**src/rtl/nes_pkg.sv**
```systemverilog
// Shared definitions for the NES pad reader: button bit positions and reader states.
package nes_pkg;

  localparam int BTN_A     = 0;
  localparam int BTN_B     = 1;
  localparam int BTN_SEL   = 2;
  localparam int BTN_START = 3;
  localparam int BTN_UP    = 4;
  localparam int BTN_DOWN  = 5;
  localparam int BTN_LEFT  = 6;
  localparam int BTN_RIGHT = 7;

  typedef enum logic [2:0] {
    IDLE  = 3'd0,
    LATCH = 3'd1,
    LOW   = 3'd2,
    HIGH  = 3'd3,
    DONE  = 3'd4
  } nes_state_t;

  // Length of one complete pad read in clock cycles.
  function automatic int transaction_cycles(input int half_cycles);
    return 17 * half_cycles + 1;
  endfunction

endpackage

```
**src/rtl/sync_2ff.sv**
```systemverilog
// Two-flop synchronizer for a single asynchronous level input.
module sync_2ff #(
  parameter logic RESET_VAL = 1'b0
) (
  input  logic i_clk,
  input  logic i_rst,
  input  logic i_d,
  output logic o_q
);

  logic r_meta;
  logic r_sync;

  always_ff @(posedge i_clk) begin
    if (i_rst) begin
      r_meta <= RESET_VAL;
      r_sync <= RESET_VAL;
    end else begin
      r_meta <= i_d;
      r_sync <= r_meta;
    end
  end

  assign o_q = r_sync;

endmodule

```
**src/rtl/nes_pad_reader.sv**
```systemverilog
// Periodically reads an NES (CD4021) pad and publishes held and newly pressed button masks.
module nes_pad_reader
  import nes_pkg::*;
#(
  parameter int POLL_CYCLES = 1_083_333,
  parameter int HALF_CYCLES = 390
) (
  input  logic       vclk_in,
  input  logic       rst_in,
  input  logic       nes_data_in,
  output logic       nes_latch_out,
  output logic       nes_clk_out,
  output logic [7:0] buttons_out,
  output logic [7:0] pressed_out,
  output logic       valid_out
);

  localparam int PW = (POLL_CYCLES > 1) ? $clog2(POLL_CYCLES) : 1;
  localparam int HW = (2 * HALF_CYCLES > 1) ? $clog2(2 * HALF_CYCLES) : 1;
  localparam logic [PW-1:0] POLL_LAST  = PW'(POLL_CYCLES - 1);
  localparam logic [HW-1:0] LATCH_LAST = HW'(2 * HALF_CYCLES - 1);
  localparam logic [HW-1:0] HALF_LAST  = HW'(HALF_CYCLES - 1);

  nes_state_t   r_state;
  logic [PW-1:0] r_poll;
  logic [HW-1:0] r_half;
  logic [2:0]    r_idx;
  logic [7:0]    r_shift;
  logic          r_latch;
  logic          r_clk;
  logic [7:0]    r_buttons;
  logic [7:0]    r_pressed;
  logic          r_valid;

  logic       w_data_sync;
  logic       w_tick;
  logic [7:0] w_sample;

  sync_2ff #(
    .RESET_VAL(1'b1)
  ) u_data_sync (
    .i_clk(vclk_in),
    .i_rst(rst_in),
    .i_d  (nes_data_in),
    .o_q  (w_data_sync)
  );

  assign w_tick = (r_poll == POLL_LAST);

  // Shift register with the bit currently being read merged in; pad data is active-low.
  always_comb begin
    w_sample        = r_shift;
    w_sample[r_idx] = ~w_data_sync;
  end

  always_ff @(posedge vclk_in) begin
    if (rst_in) begin
      r_state   <= IDLE;
      r_poll    <= '0;
      r_half    <= '0;
      r_idx     <= '0;
      r_shift   <= '0;
      r_latch   <= 1'b0;
      r_clk     <= 1'b0;
      r_buttons <= '0;
      r_pressed <= '0;
      r_valid   <= 1'b0;
    end else begin
      r_poll <= w_tick ? '0 : r_poll + PW'(1);

      case (r_state)
        IDLE: begin
          r_latch   <= 1'b0;
          r_clk     <= 1'b0;
          r_valid   <= 1'b0;
          r_pressed <= '0;
          if (w_tick) begin
            r_state <= LATCH;
            r_latch <= 1'b1;
            r_half  <= '0;
            r_idx   <= '0;
            r_shift <= '0;
          end
        end

        LATCH: begin
          if (r_half == LATCH_LAST) begin
            r_state <= LOW;
            r_latch <= 1'b0;
            r_half  <= '0;
          end else begin
            r_half <= r_half + HW'(1);
          end
        end

        // Sample at the end of the low phase so the pad output has settled longest.
        LOW: begin
          if (r_half == HALF_LAST) begin
            r_shift <= w_sample;
            r_half  <= '0;
            if (r_idx == 3'd7) begin
              r_state   <= DONE;
              r_buttons <= w_sample;
              r_pressed <= w_sample & ~r_buttons;
              r_valid   <= 1'b1;
            end else begin
              r_state <= HIGH;
              r_clk   <= 1'b1;
            end
          end else begin
            r_half <= r_half + HW'(1);
          end
        end

        HIGH: begin
          if (r_half == HALF_LAST) begin
            r_state <= LOW;
            r_clk   <= 1'b0;
            r_idx   <= r_idx + 3'd1;
            r_half  <= '0;
          end else begin
            r_half <= r_half + HW'(1);
          end
        end

        DONE: begin
          r_state   <= IDLE;
          r_valid   <= 1'b0;
          r_pressed <= '0;
        end

        default: begin
          r_state <= IDLE;
          r_latch <= 1'b0;
          r_clk   <= 1'b0;
          r_valid <= 1'b0;
        end
      endcase
    end
  end

  // A poll period shorter than one read would silently drop every other transaction.
  always_ff @(posedge vclk_in) begin
    assert (POLL_CYCLES > transaction_cycles(HALF_CYCLES));
  end

  assign nes_latch_out = r_latch;
  assign nes_clk_out   = r_clk;
  assign buttons_out   = r_buttons;
  assign pressed_out   = r_pressed;
  assign valid_out     = r_valid;

endmodule

```
**config.mk**
```make
export PLATFORM = sky130hd
export DESIGN_NAME = nes_pad_reader
export DESIGN_NICKNAME = d
export VERILOG_FILES = /design/src/rtl/nes_pkg.sv /design/src/rtl/sync_2ff.sv /design/src/rtl/nes_pad_reader.sv
export SDC_FILE = /design/constraint.sdc
export NUM_CORES = 1
export LEC_CHECK = 0
export CAP_MARGIN = 20
export CORE_MARGIN = 1
export CORE_UTILIZATION = 63
export DETAILED_ROUTE_END_ITERATION = 8
export PLACE_DENSITY = 0.8
export SETUP_SLACK_MARGIN = 0.3
export SLEW_MARGIN = 20
export SYNTH_ARGS = -nofsm -noshare
export SYNTH_HDL_FRONTEND = slang
export SYNTH_SLANG_ARGS = --single-unit
```
**constraint.sdc**
```tcl
create_clock -name vclk_in -period 2.6 [get_ports vclk_in]
set_input_delay 0.52 -clock vclk_in [delete_from_list [all_inputs] [get_ports vclk_in]]
set_output_delay 0.52 -clock vclk_in [all_outputs]
set_load 0.05 [all_outputs]
```
==> run metrics <==
Gate Count Post-Synth approximately 390; fraction of layout cells with a size suffix above 1 7.371%; Req. time, crit path about 2.9 ns; DRT antenna net count 0; H-tree depth 3; Rows 25; final worst setup slack around 0.5 ns; max frequency around 0.47 GHz; area growth from synthesis to layout 12.69%; DPL Wire Length 4.251 mm; Clk pwr share 41.9%; P_int between 1.5 and 2 mW; CP Launch Type register; final setup fails 0; Die ar. about 5400 um2; final core occ about three quarters; antenna violations before repair 0; via count between 2,000 and 3,000; Syn Nets roughly 400; outcome finished clean; Slew Viols, Final 0; core box area around 4800 um2; CTS tree yes; Fin Hold WS approximately 0.42 ns; Starting Density between 60 and 70%; fin area around 3600 um2; Sw Pwr 453.1 uW; flop2flop setup slack 0.49 ns; placed instance area ~3400 um2; total track usage between 20% and 30%; CP max stage delay 0.57 ns; vias in the first global route around 2,400; Max Root-Sink Buffers 2; Critical Path Fanout Max 16; pre-CTS setup slack 0.5415 ns; post-synth cell types 51; Final #Nets about 400; clock slew seen by the registers of the worst setup and hold paths around 0.07 ns; Post-synth top flop dfxtp_1; Flop pwr share 52.6%; Pleak between 1 and 1.5 nW; Inst Count DP 459; largest net degree at the start of global routing 50; fraction of registers with async set/reset 0%; Final Hold Viols 0; Slew HR between 50% and 60%; Starting DRT DRC Count 253; worst path cell trace ha_1, and4bb_2, and4_1, and3_1, nand3b_1, a21oi_1; die width approximately 73 um; combinational share of power 5.5%; drt wl/cell 13.81 um; Post CTS Setup Buffer Count 0; crit path time final 2.105 ns; endpoint class of the critical path register; Finished Layout Cells around 470; crit path DAT about 2.4 ns; CP Class reg -> reg; Sink Count between 60 and 70; Remaining Overflow, GRT 0; period utilization between 80 and 90%; number of remaining DRC errors 0; Final TNS setup 0 ns; routability congestion estimate between 0.8 and 0.9; drt pass-1 iters 4; worst slew pin tran 0.6195 ns; Hold Crit Class reg -> reg; unrepaired setup endpoints after global routing no; maxcap violations 0; WL final 6.545 mm; first-pass GRT wire length around 11 mm; I/O pin count 22; PwrDens 548.3 nW/um2; synthesized area per cell a little over 8 um2; post-DR vias/cell roughly 5.7; Max VDD drop between 0.3 and 0.4 mV; Die Span Y 73.21 um; sw frac about 23%; Antenna diodes 0; sequential-to-total area share from yosys stat approximately two fifths; Clk Tree Root Cell clkbuf_8; CTS Buf Count 9; Slowest-stage cell, CP and3_1; Gates resized, CTS repair 0; Setup Skew about 0.0090 ns; YS warnings 0; Seq cells post-synth 66; Clock Latency Late Sink approximately 0.34 ns; Tot Pwr roughly 2.0 mW; Post-synth EDFFs 0; I/O Buffers 21; Post-CTS Hold Buffers 0; cell area after synthesis approximately 3200 um2
## cell usage after synthesis (all sizes together) (2+ instances only)
cell type / number / area [um2]
buf: 9 / 56.30
a21oi: 28 / 147.6
nor3: 12 / 60.06
nor4: 3 / 18.77
nand3b: 23 / 180.2
nor2: 41 / 153.9
dfxtp: 66 / 1321
a31oi: 8 / 50.05
xor2: 6 / 52.55
nand2b: 2 / 12.51
o21a: 2 / 15.01
clkbuf: 16 / 60.06
or2: 5 / 31.28
xnor2: 14 / 122.6
or3: 4 / 25.02
and3: 9 / 56.30
nand4b: 3 / 26.28
nor3b: 5 / 42.54
nand4: 6 / 37.54
ha: 6 / 75.07
o41ai: 2 / 17.52
nand2: 47 / 176.4
nand3: 29 / 150.1
nor4b: 3 / 41.29
inv: 11 / 41.29
o21ai: 15 / 75.07
## layer usage
layer	vias to the layer above	wire length, um	GRT usage, %
li1	1392	-	-
met1	1276	3259	36.77
met2	40	3005	39.30
met3	11	154	4.144
met4	0	126	11.11
met5	-	0	0
## flip-flops by register name, indices dropped and copies added (netlist names), 3 cells and up
register / flops
r_poll: 21
r_half: 10
buttons_out: 8
pressed_out: 8
r_shift: 8
r_idx: 3
r_state: 3
## kinds of logic (layout without fill, tap and decap cells)
logic type,after synthesis,count (layout),share of synthesized area [%]
and+or+nand+nor,197,197,33.10
AOI/OAI and AO/OA,66,66,12.46
DFF,66,66,41.36
buffers and inverters,36,51,4.935
xor gates and xnor gates,20,20,5.484
adders and majority gates,6,6,2.350
muxes,1,1,0.3134
## critical path: cells and delay by family, from the launching register on
kind | cells | cell delay (ns)
AO/OA/AOI/OAI | 1 | 0.17
adder cells (fa/ha/maj) | 1 | 0.17
flip-flops | 1 | 0.42
AND/OR/NAND/NOR | 4 | 1.28
## cell type report
cell class / instances / area (um2)
clock buffers: 12 / 145.1
clock inverters: 3 / 40.04
fillers: 389 / 1186
inverters: 11 / 41.29
multi-input cells: 290 / 1715
flip-flops and latches: 66 / 1321
well taps: 67 / 83.83
repair buffers: 25 / 252.7
## path summary, 6_finish.rpt
kind / start / end / cells after the start
max: r_half[0] / pressed_out[0] / 6
min: u_data_sync.r_meta / u_data_sync.o_q / 1
max reg2reg: r_half[0] / pressed_out[0] / 6
min reg2reg: u_data_sync.r_meta / u_data_sync.o_q / 1
## layout by cell type, fill, tap and decap left out, types with 2 or more instances in the layout
cell              n
or3_1             4
nor3_1           12
a21oi_2           2
clkdlybuf4s50_1  21
nor2_1           41
buf_4             3
o21a_1            2
clkbuf_1          2
nand2b_1          2
nand3b_1         21
and3_1            9
nand4_1           6
nor4_1            3
o21ai_0          14
or2_2             5
ha_1              6
nor4b_1           2
inv_1            11
xnor2_1          14
a31oi_1           8
nand4b_1          3
dfxtp_1          66
o41ai_1           2
nand2_1          47
a21oi_1          26
clkbuf_8         10
nand3b_2          2
nand3_1          28
nor3b_1           4
xor2_1            6
clkinv_2          2
## power groups by stage
stage | Sequential [mW] | Combinational [mW] | Clock, mW
finish | 1.04 | 0.109 | 0.827
global route | 1.04 | 0.123 | 0.882
CTS | 1.04 | 0.109 | 0.842
detailed placement | 1.06 | 0.109 | 0
global placement | 1.06 | 0.107 | 0
floorplan | 1.05 | 0.0833 | 0
(Power assumes the default switching activity.)
